<file path="src/rtl/cut_sched_pkg.sv">
// Shared types and widths for the cut job scheduler.
package cut_sched_pkg;

  localparam int PIECE_W = 8;
  localparam int FEED_W  = 12;

  typedef enum logic [2:0] {
    IDLE = 3'd0,
    FEED = 3'd1,
    CUT  = 3'd2,
    GAP  = 3'd3,
    DONE = 3'd4,
    ERR  = 3'd5
  } state_t;

endpackage

</file>
<file path="src/rtl/step_rate_gen.sv">
// Feed step timebase: one-cycle tick every STEP_PERIOD enabled cycles.
module step_rate_gen #(
  parameter int STEP_PERIOD = 100000
) (
  input  logic clk,
  input  logic rst_n,
  input  logic enable,
  output logic tick
);

  localparam int CNT_W = (STEP_PERIOD > 1) ? $clog2(STEP_PERIOD) : 1;
  localparam logic [CNT_W-1:0] LAST = CNT_W'(STEP_PERIOD - 1);

  logic [CNT_W-1:0] cnt;

  // Disabling restarts the period so every FEED entry sees a full period first.
  always_ff @(posedge clk or negedge rst_n) begin
    if (!rst_n) begin
      cnt <= '0;
    end else if (!enable || cnt == LAST) begin
      cnt <= '0;
    end else begin
      cnt <= cnt + 1'b1;
    end
  end

  assign tick = enable && (cnt == LAST);

endmodule

</file>
<file path="src/rtl/cut_job_scheduler.sv">
// Sequences feed-then-cut cycles for a batch of pieces, with cut timeout and abort.
module cut_job_scheduler
  import cut_sched_pkg::*;
#(
  parameter int STEP_PERIOD = 100000,
  parameter int CUT_TIMEOUT = 1000000
) (
  input  logic               clk,
  input  logic               rst_n,
  input  logic               start_i,
  input  logic [PIECE_W-1:0] piece_cnt_i,
  input  logic [FEED_W-1:0]  feed_len_i,
  input  logic               abort_i,
  output logic               feed_step_o,
  output logic               cut_o,
  input  logic               cut_end_i,
  output logic               busy_o,
  output logic               done_o,
  output logic               error_o,
  output logic [PIECE_W-1:0] pieces_done_o
);

  localparam int TO_W = $clog2(CUT_TIMEOUT + 1);
  localparam logic [TO_W-1:0] TO_LAST = TO_W'(CUT_TIMEOUT - 1);

  state_t             state, state_nx;
  logic [PIECE_W-1:0] piece_cnt_q;
  logic [FEED_W-1:0]  feed_len_q;
  logic [FEED_W-1:0]  step_cnt;
  logic [TO_W-1:0]    to_cnt;
  logic [PIECE_W-1:0] pieces_done;
  logic               tick;

  step_rate_gen #(
    .STEP_PERIOD(STEP_PERIOD)
  ) u_step_rate_gen (
    .clk   (clk),
    .rst_n (rst_n),
    .enable(state == FEED),
    .tick  (tick)
  );

  always_comb begin
    state_nx = state;
    case (state)
      IDLE: begin
        if (start_i) begin
          if (piece_cnt_i == '0)     state_nx = DONE;
          else if (feed_len_i == '0) state_nx = CUT;
          else                       state_nx = FEED;
        end
      end
      FEED: if (tick && (step_cnt + FEED_W'(1)) == feed_len_q) state_nx = CUT;
      CUT: begin
        if (cut_end_i)              state_nx = GAP;
        else if (to_cnt == TO_LAST) state_nx = ERR;
      end
      GAP: begin
        if (pieces_done == piece_cnt_q) state_nx = DONE;
        else if (feed_len_q == '0)      state_nx = CUT;
        else                            state_nx = FEED;
      end
      DONE:    state_nx = IDLE;
      ERR:     state_nx = ERR;
      default: state_nx = IDLE;
    endcase
    // Abort overrides every other transition, including the final cut_end.
    if (abort_i) state_nx = IDLE;
  end

  always_ff @(posedge clk or negedge rst_n) begin
    if (!rst_n) begin
      state       <= IDLE;
      step_cnt    <= '0;
      to_cnt      <= '0;
      pieces_done <= '0;
    end else begin
      state <= state_nx;

      if (state != FEED)  step_cnt <= '0;
      else if (tick)      step_cnt <= step_cnt + 1'b1;

      if (state != CUT)   to_cnt <= '0;
      else                to_cnt <= to_cnt + 1'b1;

      if (!abort_i) begin
        if (state == IDLE && start_i) begin
          pieces_done <= '0;
        end else if (state == CUT && cut_end_i && pieces_done < piece_cnt_q) begin
          pieces_done <= pieces_done + PIECE_W'(1);
        end
      end
    end
  end

  // Job parameters only matter once a job is accepted, so they carry no reset.
  always_ff @(posedge clk) begin
    if (state == IDLE && start_i && !abort_i) begin
      piece_cnt_q <= piece_cnt_i;
      feed_len_q  <= feed_len_i;
    end
  end

  assign feed_step_o   = tick && !abort_i;
  assign cut_o         = (state == CUT) && !abort_i;
  assign busy_o        = (state == FEED) || (state == CUT) || (state == GAP);
  assign done_o        = (state == DONE) && !abort_i;
  assign error_o       = (state == ERR);
  assign pieces_done_o = pieces_done;

endmodule

</file>
<file path="config.mk">
export PLATFORM = sky130hd
export DESIGN_NAME = cut_job_scheduler
export DESIGN_NICKNAME = d
export VERILOG_FILES = /design/src/rtl/cut_sched_pkg.sv /design/src/rtl/step_rate_gen.sv /design/src/rtl/cut_job_scheduler.sv
export SDC_FILE = /design/constraint.sdc
export NUM_CORES = 1
export LEC_CHECK = 0
export ABC_AREA = 1
export BUFFER_PORTS_ARGS = -buffer_cell sky130_fd_sc_hd__buf_2
export CAP_MARGIN = 40
export CORE_UTILIZATION = 45
export DETAILED_ROUTE_END_ITERATION = 10
export PLACE_DENSITY_LB_ADDON = 0.05
export SLEW_MARGIN = 30
export SYNTH_ARGS = -nofsm -noshare
export SYNTH_HDL_FRONTEND = slang
export SYNTH_HIERARCHICAL = 1
export SYNTH_SLANG_ARGS = --single-unit
</file>
<file path="constraint.sdc">
create_clock -name clk -period 5.7 [get_ports clk]
set_clock_uncertainty 0.15 [all_clocks]
set_input_delay 0.285 -clock clk [delete_from_list [all_inputs] [get_ports clk]]
set_output_delay 0.285 -clock clk [all_outputs]
set_load 0.005 [all_outputs]
</file>
After elaboration in Yosys (flattened, before gate mapping)

Cells that the tools add are included.

Mux-type cells: 16
Bitwise logic cells: 1
Eq/ne operators: 14
Add/subtract/negate cells: 4
$lt $le $gt $ge: 1
Reduce and logical (&&, ||, !) cells: 22

Operators by type and width:

| operator                                                         | count |
|---|---|
| 12-bit logical NOT                                               | 2 |
| 12-bit two-way mux                                               | 2 |
| 3-bit two-way mux                                                | 7 |
| 20-bit by 1-bit adder with 20-bit output (second input constant) | 1 |
| 20-bit == test (second input constant)                           | 1 |
| 20-bit two-way mux                                               | 1 |
| 17-bit by 1-bit adder with 17-bit output (second input constant) | 1 |
| 17-bit == test (second input constant)                           | 1 |
| 17-bit two-way mux                                               | 1 |
| 8-bit two-way mux                                                | 2 |
| 3-bit case mux with 5 select lines                               | 1 |
| 12-bit by 1-bit adder with 12-bit output (second input constant) | 1 |
| 12-bit == test                                                   | 1 |
| 1-bit logical AND                                                | 9 |
| 8-bit by 1-bit adder with 8-bit output (second input constant)   | 1 |
| 8-bit == test                                                    | 1 |
| 8-bit logical NOT                                                | 1 |
| 8-bit less-than comparator                                       | 1 |
| 3-bit by 2-bit == test with 1-bit output (second input constant) | 2 |
| 3-bit == test (second input constant)                            | 2 |
| 3-bit != test (second input constant)                            | 2 |
| 2-bit two-way mux                                                | 2 |
| 4-bit != test (second input constant)                            | 1 |
| 2-bit nonzero test                                               | 2 |
| 9 further kinds                                                  | 12 |

Output and inout bits: 13
Input bits: 25
Word-level logic and storage cells: 65
Bits in registers: 80

Logic depth before layout (Yosys ltp)

Gate-level depths: netlist of the first run.

Depth in word-level cells: 6
Mapped depth: 16
Mapped depth without buffers: 16

Modules after synthesis

Netlist of the first run, hierarchy kept.

By module, submodules not included:

| module            | sequential area each (um^2) | area an instance (um^2) | cells an instance | times used |
|---|---|---|---|---|
| cut_job_scheduler | 1676.6                      | 3647.2                  | 451               | 1 |
| step_rate_gen     | 425.4                       | 973.4                   | 128               | 1 |

Worst setup path after synthesis of the first run

OpenSTA, ideal clock, no wires.

Path type: register to register
From: reg state[1]
To: reg pieces_done[5], in the netlist pieces_done_o[5]
Period minus slack after synthesis: 1.920 ns
Data required time: 5.416 ns
Library setup time: 0.134 ns
Cell stages (with the launch flop): 14
Path slack: 3.780 ns
Arrival time: 1.637 ns
Buffers on the path: 1
Cells stage by stage: dfrtp_1 nor2_2 inv_2 nor2_4 inv_2 nor2_4 inv_2 nor2_8 inv_4 nand2_4 buf_6 nand2_1 nor2_1 nor3_2

Word-level cells in the longest chain between the ends: 5
Elaborated cells between the ends (all ways): 8
Those cells by class: 1 x eq/ne; 1 x mux; 6 x reduce/logical

Ends and longest elaborated chain:

| item                                     | line                    | source |
|---|---|---|
| from (decl)                              | cut_job_scheduler.sv:26 | `state_t state, state_nx;` |
| from (signal assigned)                   | cut_job_scheduler.sv:78 | `state <= state_nx;` |
| 3-bit by 2-bit == test with 1-bit output | cut_job_scheduler.sv:89 | `end else if (state == CUT && cut_end_i && pieces_done < piece_cnt_q) begin` |
| 1-bit logical AND (2 in series)          | cut_job_scheduler.sv:89 |  |
| 2-bit nonzero test (no source line)      | n/a                     |  |
| 2-bit AND reduction (no source line)     | n/a                     |  |
| to (signal assigned)                     | cut_job_scheduler.sv:90 | `pieces_done <= pieces_done + PIECE_W'(1);` |
| to (decl)                                | cut_job_scheduler.sv:31 | `logic [PIECE_W-1:0] pieces_done;` |

Parallel ways exist; a longest one is shown, timed or not.
A chain may end at the register's enable or synchronous reset.

Worst setup path in the final report of the first run

From: reg state[0]
To: out feed_step_o

Word-level cells in the longest chain between the ends: 3

Ends and longest elaborated chain:

| item                                     | line                     | source |
|---|---|---|
| 3-bit by 1-bit == test with 1-bit output | cut_job_scheduler.sv:39  | `.enable(state == FEED),` |
| 1-bit logical AND                        | step_rate_gen.sv:27      | `assign tick = enable && (cnt == LAST);` |
| net tick                                 | cut_job_scheduler.sv:32  | `logic tick;` |
| 1-bit logical AND                        | cut_job_scheduler.sv:104 | `assign feed_step_o = tick && !abort_i;` |
| to (decl)                                | cut_job_scheduler.sv:14  | `output logic feed_step_o,` |

The timed path passes the listed nets, and every way through them passes these cells.

==> results of run 1 <==
critical path: stages (launching register included):
cell	delay, ps
dfrtp_1	390
inv_1	100
nor2_1	100
inv_1	80
nor2_2	250
inv_1	80
nor2_1	140
inv_1	90
nor2_1	120
buf_2	140
power groups by stage:
stage	Combinational (mW)	Clock, mW	Sequential, mW
after floorplan	0.269	0	0.697
after global placement	0.364	0	0.706
after detailed placement	0.368	0	0.708
after CTS	0.380	0.418	0.696
after global routing	0.436	0.439	0.705
final	0.377	0.402	0.696
per-stage QoR:
| stage | setup slack [ps] | power [mW] | instances | hold WS (ps) |
|---|---|---|---|---|
| global placement | 3578 | 1.070 | 745 | 294.3 |
| floorplan | 3780 | 0.9658 | 579 | -160.6 |
| global route | 3157 | 1.580 | 783 | 141.9 |
| finish | 3435 | 1.474 | 783 | 146.3 |
| detailed placement | 3482 | 1.076 | 745 | 300.3 |
| CTS | 3393 | 1.494 | 782 | 115.7 |
cell type report:
cell class                 count  share of cell area (%)
clock buffer                  10                   2.777
tap                          133                   3.104
timing repair buffer          60                   7.888
sequential                    80                   39.21
inverter                      87                   6.138
multi-input combinational    407                   40.14
clock inverter                 6                  0.7468
cell families after synthesis:
logic type,count (synthesis),share of synthesized area (%)
AND/OR/NAND/NOR,322,32.85
buffers and inverters,92,7.934
flip-flops,80,45.49
AO/OA/AOI/OAI,56,7.122
XOR/XNOR,15,2.843
adder cells (fa/ha/maj),13,3.520
multiplexers,1,0.2437
layer usage:
layer  vias up  wire length, um
met1      1821             4767
met4         0              183
met5         -                0
met3        18              375
li1       2027                -
met2        67             4700
sequential cells by signal (all words and copies together) (netlist names):
register             count
to_cnt                  20
piece_cnt_q              8
step_cnt                12
u_step_rate_gen/cnt     17
state                    3
pieces_done_o            8
feed_len_q              12
final timing paths:
check / slack [ps] / from / to / depth (start not counted)
worst max-delay path: 3440 / state[0] / feed_step_o / 9
worst min-delay path: 150 / cut_end_i / state[1] / 4
worst max register to register: 3490 / state[0] / state[0] / 15
worst min register to register: 320 / to_cnt[0] / to_cnt[0] / 1
max in group asynchronous: 4600 / rst_n / to_cnt[18] / 4
min in group asynchronous: 280 / rst_n / u_step_rate_gen/cnt[16] / 3
cells in the final DEF (no fill, tap or decap), types with 2 or more instances in the layout:
| master | instances |
|---|---|
| o21ai_1 | 2 |
| dfrtp_1 | 60 |
| o21ai_0 | 18 |
| nand2_2 | 2 |
| o22ai_1 | 9 |
| clkbuf_8 | 9 |
| xor2_1 | 9 |
| clkinvlp_4 | 2 |
| ha_1 | 13 |
| clkinv_2 | 2 |
| nor2_2 | 8 |
| nand3_1 | 47 |
| nor3_2 | 4 |
| xnor2_1 | 6 |
| and3_1 | 3 |
| inv_2 | 5 |
| nor4_1 | 5 |
| dlygate4sd3_1 | 21 |
| nor2_4 | 5 |
| inv_4 | 2 |
| a21oi_1 | 18 |
| nand2_1 | 127 |
| buf_2 | 37 |
| nor2_1 | 77 |
| nand3_2 | 2 |
| nand2_4 | 2 |
| nor3_1 | 20 |
| o21bai_1 | 3 |
| a31oi_1 | 3 |
| inv_1 | 81 |
| edfxtp_1 | 20 |
| nand4_1 | 12 |
| nor3b_1 | 2 |
what timing repair did:
item / in CTS / in global routing
setup buffers: 0 / 0
hold buffers: 21 / 0
endpoints found under the hold margin: 80 / 0
==> impl_results.md, run 1 <==
- Vias post-DR: just under 4000
- Final Hold Viols: 0
- Ys flop type: dfrtp_1
- Cells after synthesis: between 500 and 600
- Worst slew margin relative to its limit: a little under three quarters
- Fmax: between 0.4 and 0.5 GHz
- Clock share of power: between 20% and 30%
- Leak Pwr: roughly 2.3 nW
- Data arrival, critical path: about 1800 ps
- Largest net degree at the start of global routing: between 60 and 70
- Critical path peak fanout: 6
- Worst EP required: between 5000 and 6000 ps
- Total power divided by cell area: 274.9 nW/um2
- Placed Area: 4942 um2
- Pre-antenna DRT Iters: 4
- Final Max Slew Viols: 0
- Routed len/inst: around 13 um
- Gr usage total: about a fifth
- Core area: between 9000 and 10000 um2
- Die H: around 100 um
- Max cap viols: 0
- Initial core utilization: approximately 47%
- N_diodes: 0
- WS Path Type: reg2out
- Setup TNS: 0 ps
- Met2 usage: 33.23%
- # IOs: 38
- Most numerous cell in the Yosys netlist: nand2_1
- Sw Share: approximately a third
- Filler Cell Count: just over 900
- CTS tree: yes
- GR Layer Usage met3: under 10%
- CTS H-tree lvls: 3
- Bufs on Longest Clock Path: 2
- Sinks on the clock net: 80
- Final setup fails: 0
- Post-DP HPWL: between 7000 and 8000 um
- Root Driver: clkbuf_8
- Ys async rst share: about 75%
- Final core utilization: 54.35%
- Yosys top cell by area: dfrtp_1
- GR peak layer: met2
- DRT iter0 DRCs: 153
- Routed Antenna Nets: 0
- Grt met1 use: between 20% and 30%
- Nets: 683
- Worst setup EP type: primary output
- Top cell type's share of synthesized area: between 30% and 40%
- Tightest Pin Transition: around 420 ps
- Post-CTS sizing: 0
- Layout cells sized above 1: approximately 14%
- Final instance area: roughly 5400 um2
- Worst-path clk slew: 80 ps
- Worst skew pair latency: around 360 ps
- Vias in the first global route: 3706
- Sequential fraction of the synthesis area: between 40% and 50%
- Row count: 36
- Area occupied by multi-input gates: between 2000 and 2500 um2
- Routability-driven placement congestion ratio: roughly 0.85
- Main area contributors after synthesis: dfrtp_1, edfxtp_1, nand2_1
- First-pass GRT wire length: approximately 17000 um
- Routed Wire Length: 10030 um
- P_int: roughly 0.96 mW
- Die Span X: 103.3 um
- Initial antenna violation count: 0
- PortBufs: 37
- DRC viols: 0
- Post-synth top cells: nand2_1, inv_1, nor2_1, dfrtp_1, nand3_1
- VDD IR max: approximately 0.16 mV
- Die area: about 11000 um2
- Synth warnings: 6
- Vias per cell: roughly 5
- Global route total overflow: 0
- Synthesized area: around 4600 um2
- Average size of a mapped cell: 7.980 um2
- Psw: 0.5180 mW
- Logic pwr share: ~26%
- Synthesized flop and latch total: 80
- CTS Buf Count: 9
- Reg area: 2102 um2
- RSZ-0062 raised after global routing: no
- Layout area overhead: 16.03%
- Sequential share of power: 47.2%
- Final worst-path cycle share: about two fifths
- Nature of the critical path startpoint: flop
- Net count after synthesis: a little over 600
- EDFF count, synth: 20
- Min Tclk post-route: approximately 2300 ps
- Run status: finished clean
- Synth cell types: 42
- Worst Hold Class: in2reg
Power figures use the tool's default switching activity.
==> inputs of run 2 (changes only) <==
--- a/config.mk
+++ b/config.mk
@@ -5,7 +5,7 @@
 export SDC_FILE = /design/constraint.sdc
 export NUM_CORES = 1
 export LEC_CHECK = 0
-export ABC_AREA = 1
+export ABC_AREA = 0
 export BUFFER_PORTS_ARGS = -buffer_cell sky130_fd_sc_hd__buf_2
 export CAP_MARGIN = 40
 export CORE_UTILIZATION = 45
==> constraint.sdc (replaced) <==
create_clock -name clk -period 2.25 [get_ports clk]
set_clock_uncertainty 0.15 [all_clocks]
set_input_delay 0.1125 -clock clk [delete_from_list [all_inputs] [get_ports clk]]
set_output_delay 0.1125 -clock clk [all_outputs]
set_load 0.005 [all_outputs]
==> run 2 against run 1 <==
The flow now finishes with violations (setup timing). Cell area grew 2.4%. Die area fell by 4.9%. Core utilization up 4.5 points. Clock power increased to 2.7 times the previous value. Wire length decreased by 3.7%. Sequential power rose by 140%.
==> impl_results.md, run 2 <==
- Crit path cell chain: or4b_1 -> or4_4 -> nor2_4 -> buf_4 -> nand2_2 -> or3_1 -> xor2_1 -> nor2_1
- CTS Buf Count: 9 (unchanged)
- Initial core utilization: 47.08% (+0.24 points)
- Top Registers: to_cnt x20, u_step_rate_gen/cnt x17
- Critical path peak fanout: 6 (unchanged)
- Max cap viols: 0 (unchanged)
- Sinks on the clock net: 80 (unchanged)
- Min Tclk post-route: 2514 ps
- Setup WS post-layout: -263.7 ps (-3699 ps)
- Failing checks: setup timing
- Routed Wire Length: 9657 um (-3.7%)
- Yosys top cell by area: dfrtp_1
- Die H: 100.8 um (-2.5%)
- Met2 usage: 33.77% (+0.54 points)
- Worst Hold Class: in2reg
- Worst EP required: 2340 ps (-2930 ps)
- Hold Crit Depth: 4 (unchanged)
- # IOs: 38 (unchanged)
- Final worst-path cycle share: 111.7%
- Pre-antenna DRT Iters: 4 (unchanged)
- CTS tree: yes
- PortBufs: 37 (unchanged)
- Worst stage delay on the critical path: 520 ps (+130 ps)
- GR Layer Usage met3: 3.883% (-0.35 points)
- Row count: 35 (-2.8%)
- Top cell type's share of synthesized area: 34.19% (+1.7 points)
- Nets: 581 (-15%)
- Synth warnings: 6 (unchanged)
- Crit-path slowest cell: or4b_1
- Layout cells sized above 1: 22.63% (+8.6 points)
- Vias in the first global route: 3553 (-4.1%)
- Cells after synthesis: 436 (-25%)
- Filler Cell Count: 839 (-7.6%)
- Fin cells: 677 (-14%)
- Leak Pwr: 2.315 nW (-0.90%)
- R2R depth: 8 (-7)
- Sequential fraction of the synthesis area: 47.86% (+2.4 points)
- Top cell family by delay on the critical path: simple AND/OR/NAND/NOR gates
- GR peak layer: met2
- Final setup fails: 13 (+13)
- Bufs on Longest Clock Path: 2 (unchanged)
- N_diodes: 0 (unchanged)
- DRC viols: 0 (unchanged)
- Worst setup EP type: flop
- Gr usage total: 21.01% (+0.27 points)
- Max FFs per register: 20 (unchanged)
- Ys async rst share: 75.00% (unchanged)
- Buf/Inv on CP: 1 (-4)
- Core area: 9328 um2 (-5.4%)
- Initial antenna violation count: 0 (unchanged)
- RSZ-0062 raised after global routing: yes
- Setup TNS: -2066 ps (-2066 ps)
- Post-synth top cells: nor2_1, dfrtp_1, xnor2_1, nand2_1
- WS Path Type: reg2reg
- Final Max Slew Viols: 0 (unchanged)
- Routed Antenna Nets: 0 (unchanged)
- Worst skew pair latency: 360 ps (about the same)
- Worst-path clk slew: 80 ps (about the same)
- Vias per cell: 5.244 (+4.4%)
- Die area: 10160 um2 (-4.9%)
- Nature of the critical path startpoint: flop
- Worst path depth: 8 (-1)
- Ys flop type: dfrtp_1
- Average size of a mapped cell: 10.07 um2 (+26%)
- Grt met1 use: 27.13% (-0.10 points)
- Largest net degree at the start of global routing: 33 (-46%)
- Fmax: 0.3978 GHz
- Top reg by flops: to_cnt
- Tightest Pin Transition: 468.2 ps (+47.11 ps)
- Net count after synthesis: 474 (-23%)
- Worst slew margin relative to its limit: 68.50% (-3.4 points)
- DRT iter0 DRCs: 96 (-37%)
- Synth cell types: 60 (+43%)
- Routability-driven placement congestion ratio: 0.7847 (-7.7%)
- First-pass GRT wire length: 16530 um (-0.66%)
- Main area contributors after synthesis: dfrtp_1, edfxtp_1, xnor2_1
- Most numerous cell in the Yosys netlist: nor2_1
- Post-DP HPWL: 6905 um (-4.4%)
- Root Driver: clkbuf_8
- Global route total overflow: 0 (unchanged)
- Synthesized flop and latch total: 80 (unchanged)
- EDFF count, synth: 20 (unchanged)
- Run status: finished with violations
- Layout area overhead: 25.04%
- CTS H-tree lvls: 3 (unchanged)
- Vias post-DR: 3550 (-9.7%)
- Most frequent cells in the layout: nor2_1, dfrtp_1, buf_4
- Final Hold Viols: 0 (unchanged)
- Die Span X: 100.8 um (-2.5%)
- Placed cell count: 636 (-15%)
- Data arrival, critical path: 2600 ps (+770 ps)
- Total power divided by cell area: 634.3 nW/um2 (+130%)
- Commonest non-fill, non-tap cell in the layout: nor2_1
- Routed len/inst: 14.26 um (+11%)
- VDD IR max: 0.2871 mV (+85%)
- FF-to-FF setup slack: -260 ps (-3750 ps)
- Synthesized area: 4392 um2 (-5.0%)
## run 2: cell count changes in the layout (fill, tap and decap cells not counted), moves of 8 or more
cell,before,now
xor2_1,9,22
nor3_1,20,9
nand4_1,12,23
nor2_2,8,0
nand2_1,127,28
o22ai_1,9,0
o21ai_0,18,8
xnor2_1,6,31
buf_4,1,48
a21oi_1,18,7
nor2_1,77,64
nor4_1,5,14
nand3_1,47,20
inv_1,81,18
## run 2: area by class of cell
| type | count | area, um2 | share of cell area, % |
|---|---|---|---|
| Clock inverter | 6 | 67.56 | 1.230 |
| Sequential cell | 80 | 2102 | 38.28 |
| Multi-Input combinational cell | 327 | 2180 | 39.69 |
| Timing Repair Buffer | 107 | 775.7 | 14.13 |
| Inverter | 18 | 67.56 | 1.230 |
| Clock buffer | 10 | 137.6 | 2.506 |
| Tap cell | 129 | 161.4 | 2.939 |
## run 2: power breakdown
part	total [mW]	internal [mW]	switching (mW)
registers	1.64	1.59	0.0541
clock network	1.10	0.547	0.555
logic	0.740	0.294	0.446
total	3.48	2.43	1.05
## run 2: logic make-up after synthesis
group           share of synthesized area [%]
compound gates                          7.123
xor+xnor                                10.77
fa+ha+maj                               3.704
buf+inv                                 3.504
flops                                   47.86
mux                                     1.140
simple gates                            25.90
## run 2: routing by layer
| metal | up-vias | wire length, um |
|---|---|---|
| li1 | 1771 | - |
| met1 | 1701 | 4603 |
| met2 | 55 | 4494 |
| met3 | 23 | 267 |
| met4 | 0 | 291 |
| met5 | - | 0 |
## run 2: stage by stage
step | power, mW | area (um2) | util [%] | hold slack (ps) | setup slack [ps]
final | 3.483 | 5492 | 58.87 | 24.58 | -263.7
after global routing | 3.699 | 5492 | 58.87 | 35.73 | -419.6
after CTS | 3.511 | 5451 | 58.44 | 7.455 | -285.4
after detailed placement | 2.374 | 5012 | 53.74 | 13.55 | -365.0
after global placement | 2.365 | 5012 | 53.74 | 8.941 | -329.9
after floorplan | 2.122 | 4412 | - | -333.1 | -254.3
## run 2: path summary, 6_finish.rpt
check | from | to
max | u_step_rate_gen/cnt[12] | step_cnt[10]
min in group asynchronous | rst_n | pieces_done_o[0]
min reg2reg | to_cnt[0] | to_cnt[0]
max in group asynchronous | rst_n | u_step_rate_gen/cnt[13]
max reg2reg | u_step_rate_gen/cnt[12] | step_cnt[10]
min | start_i | state[1]
## run 2: worst register-to-register path: cells and delay by family, from the launching register on
kind | cells | cell delay, ps
buf+inv | 1 | 160
xor+xnor | 1 | 150
flops | 1 | 380
simple gates | 6 | 1570
## run 2: what timing repair did
action,in CTS,in global routing
endpoints found under the hold margin,80,0
buffers inserted,2,2
resized for setup,2,7
endpoints found under the setup margin,13,17
hold buffers,21,0
cloned,0,0
pin swaps,2,2
==> inputs of run 3 (changes only) <==
--- a/config.mk
+++ b/config.mk
@@ -8,7 +8,7 @@
 export ABC_AREA = 0
 export BUFFER_PORTS_ARGS = -buffer_cell sky130_fd_sc_hd__buf_2
 export CAP_MARGIN = 40
-export CORE_UTILIZATION = 45
+export CORE_UTILIZATION = 50
 export DETAILED_ROUTE_END_ITERATION = 10
 export PLACE_DENSITY_LB_ADDON = 0.05
 export SLEW_MARGIN = 30
==> run 3 against run 2 <==
The flow still finishes with violations (setup timing). Worst setup slack lost 24 ps. Non-clock buffer count shrank 3. Die area shrank 9.8%. Register-to-register slack lost 20 ps.
==> impl_results.md, run 3 (synthesis gave the netlist of run 2 again) <==
- Top Registers: to_cnt x20, u_step_rate_gen/cnt x17
- Layout area overhead: 24.64%
- Bufs on Longest Clock Path: 2 (unchanged)
- PortBufs: 37 (unchanged)
- FF-to-FF setup slack: -290 ps (-20 ps)
- Total power: 3.313 mW (-4.9%)
- Final Max Slew Viols: 0 (unchanged)
- Worst Hold Class: in2reg
- Area occupied by multi-input gates: 2231 um2 (+2.4%)
- Crit path cell chain: or4b_1 -> or4_4 -> nor2_4 -> buf_6 -> buf_6 -> nor2b_4 -> buf_2
- Worst setup EP type: primary output
- Layout cells sized above 1: 23.30% (+0.68 points)
- Vias post-DR: 3548 (-0.056%)
- Die H: 95.72 um (-5.0%)
- Core area: 8341 um2 (-11%)
- Setup WS post-layout: -287.6 ps (-23.98 ps)
- Nets: 578 (-0.52%)
- Top cell family by delay on the critical path: simple AND/OR/NAND/NOR gates
- Crit-path slowest cell: or4b_1
- Final worst-path cycle share: 112.8% (+1.1 points)
- DRT iter0 DRCs: 97 (+1.0%)
- RSZ-0062 raised after global routing: yes
- Initial antenna violation count: 0 (unchanged)
- Run status: finished with violations
- Placed Area: 4960 um2 (-1.0%)
- Worst slew margin relative to its limit: 64.17% (-4.3 points)
- Worst stage delay on the critical path: 510 ps (about the same)
- Tightest Pin Transition: 532.5 ps (+64.24 ps)
- Setup WS pre-CTS: -228.6 ps (+136.4 ps)
- Die Span X: 95.72 um (-5.0%)
- Final instance area: 5474 um2 (-0.32%)
- Routed len/inst: 15.29 um (+7.2%)
- Global route total overflow: 0 (unchanged)
- Total power divided by cell area: 605.2 nW/um2 (-4.6%)
- Setup TNS: -2679 ps (-612.7 ps)
- Max FFs per register: 20 (unchanged)
- Largest net degree at the start of global routing: 24 (-27%)
- Min Tclk post-route: 2538 ps (+23.98 ps)
- Buf/Inv on CP: 3 (+2)
- VDD IR max: 0.4804 mV (+67%)
- Top reg by flops: to_cnt
- Gr usage total: 23.63% (+2.6 points)
- First-pass GRT wire length: 16340 um (-1.2%)
- Max cap viols: 0 (unchanged)
- CP most frequent cell: buf_6
- Root Driver: clkbuf_8
- Failing checks: setup timing
- Pre-antenna DRT Iters: 4 (unchanged)
- Most frequent cells in the layout: nor2_1, dfrtp_1, buf_4
- Commonest non-fill, non-tap cell in the layout: nor2_1
- Worst-path clk slew: 80 ps (about the same)
- Routability-driven placement congestion ratio: 0.8599 (+9.6%)
- Data arrival, critical path: 2280 ps (-320 ps)
- Nature of the critical path startpoint: flop
- Filler Cell Count: 695 (-17%)
- Final Hold Viols: 0 (unchanged)
- Vias in the first global route: 3524 (-0.82%)
- Sinks on the clock net: 80 (unchanged)
- Reg area: 2102 um2 (unchanged)
- N_diodes: 0 (unchanged)
- Die area: 9162 um2 (-9.8%)
- CTS tree: yes
- Initial core utilization: 52.66% (+5.6 points)
- Worst EP required: 1990 ps (-350 ps)
- WS Path Type: reg2out
- Vias per cell: 5.458 (+4.1%)
- Routed Wire Length: 9941 um (+2.9%)
- # IOs: 38 (unchanged)
- Row count: 33 (-5.7%)
- DRC viols: 0 (unchanged)
- Leak Pwr: 2.328 nW (+0.57%)
- Fmax: 0.3941 GHz (-0.95%)
- Critical path peak fanout: 2 (-4)
- CTS Buf Count: 9 (unchanged)
- Post-DP HPWL: 7057 um (+2.2%)
- CTS H-tree lvls: 3 (unchanged)
- Worst skew pair latency: 360 ps (about the same)
- Final setup fails: 14 (+1)
- Routed Antenna Nets: 0 (unchanged)
[run 3: per-stage QoR]
stage,hold slack (ps),utilization [%],cells
global route,28.12,65.63,650
detailed placement,-59.90,59.47,609
floorplan,-333.1,-,436
finish,33.05,65.63,650
global placement,-63.03,59.47,609
CTS,21.06,64.52,649
[run 3: worst paths after layout]
kind                                          from          endpoint  depth (start not counted)
max                        u_step_rate_gen/cnt[12]       feed_step_o                          7
min                                        start_i          state[1]                          4
max in group asynchronous                    rst_n       step_cnt[9]                          3
max reg2reg                u_step_rate_gen/cnt[12]      step_cnt[10]                          9
min reg2reg                              to_cnt[0]         to_cnt[0]                          1
min in group asynchronous                    rst_n  pieces_done_o[3]                          2
[run 3: report_power, final]
group          switching, mW  internal [mW]  leakage, nW  total (mW)
logic                  0.448          0.291         1.23       0.738
registers             0.0553           1.59         1.02        1.64
clock network          0.537          0.394       0.0800       0.931
total                   1.04           2.27         2.33        3.31
[run 3: worst register-to-register path, stage by stage, from the launching register on]
cell and delay (ps):
dfrtp_1 380, or4b_1 510, or4_4 450, nor2_4 150, buf_6 110, buf_6 110, nand2_4 50, or3_4 320
xor2_1 140, nor2_1 90
[run 3: repair_timing]
action                                  CTS  global route
pin swaps                                 7             6
endpoints found under the setup margin   14            17
buffers inserted                          3             1
gates resized for setup                   7            21
hold endpoints to repair                 38             0
hold buffers                             21             0
[run 3: cell type report]
class	count	share of cell area [%]
Sequential cell	80	38.40
Tap cell	105	2.400
Multi-Input combinational cell	327	40.75
Inverter	18	1.234
Clock inverter	6	0.6400
Clock buffer	10	2.331
Timing Repair Buffer	104	14.24
[run 3: metal layers]
| metal | GRT usage (%) | share of wire [%] | up-vias |
|---|---|---|---|
| met5 | 0 | 0 | - |
| met4 | 9.950 | 2.3 | 0 |
| met1 | 31.78 | 47 | 1721 |
| met2 | 38.51 | 48 | 49 |
| met3 | 3.160 | 2.6 | 15 |
| li1 | - | - | 1763 |
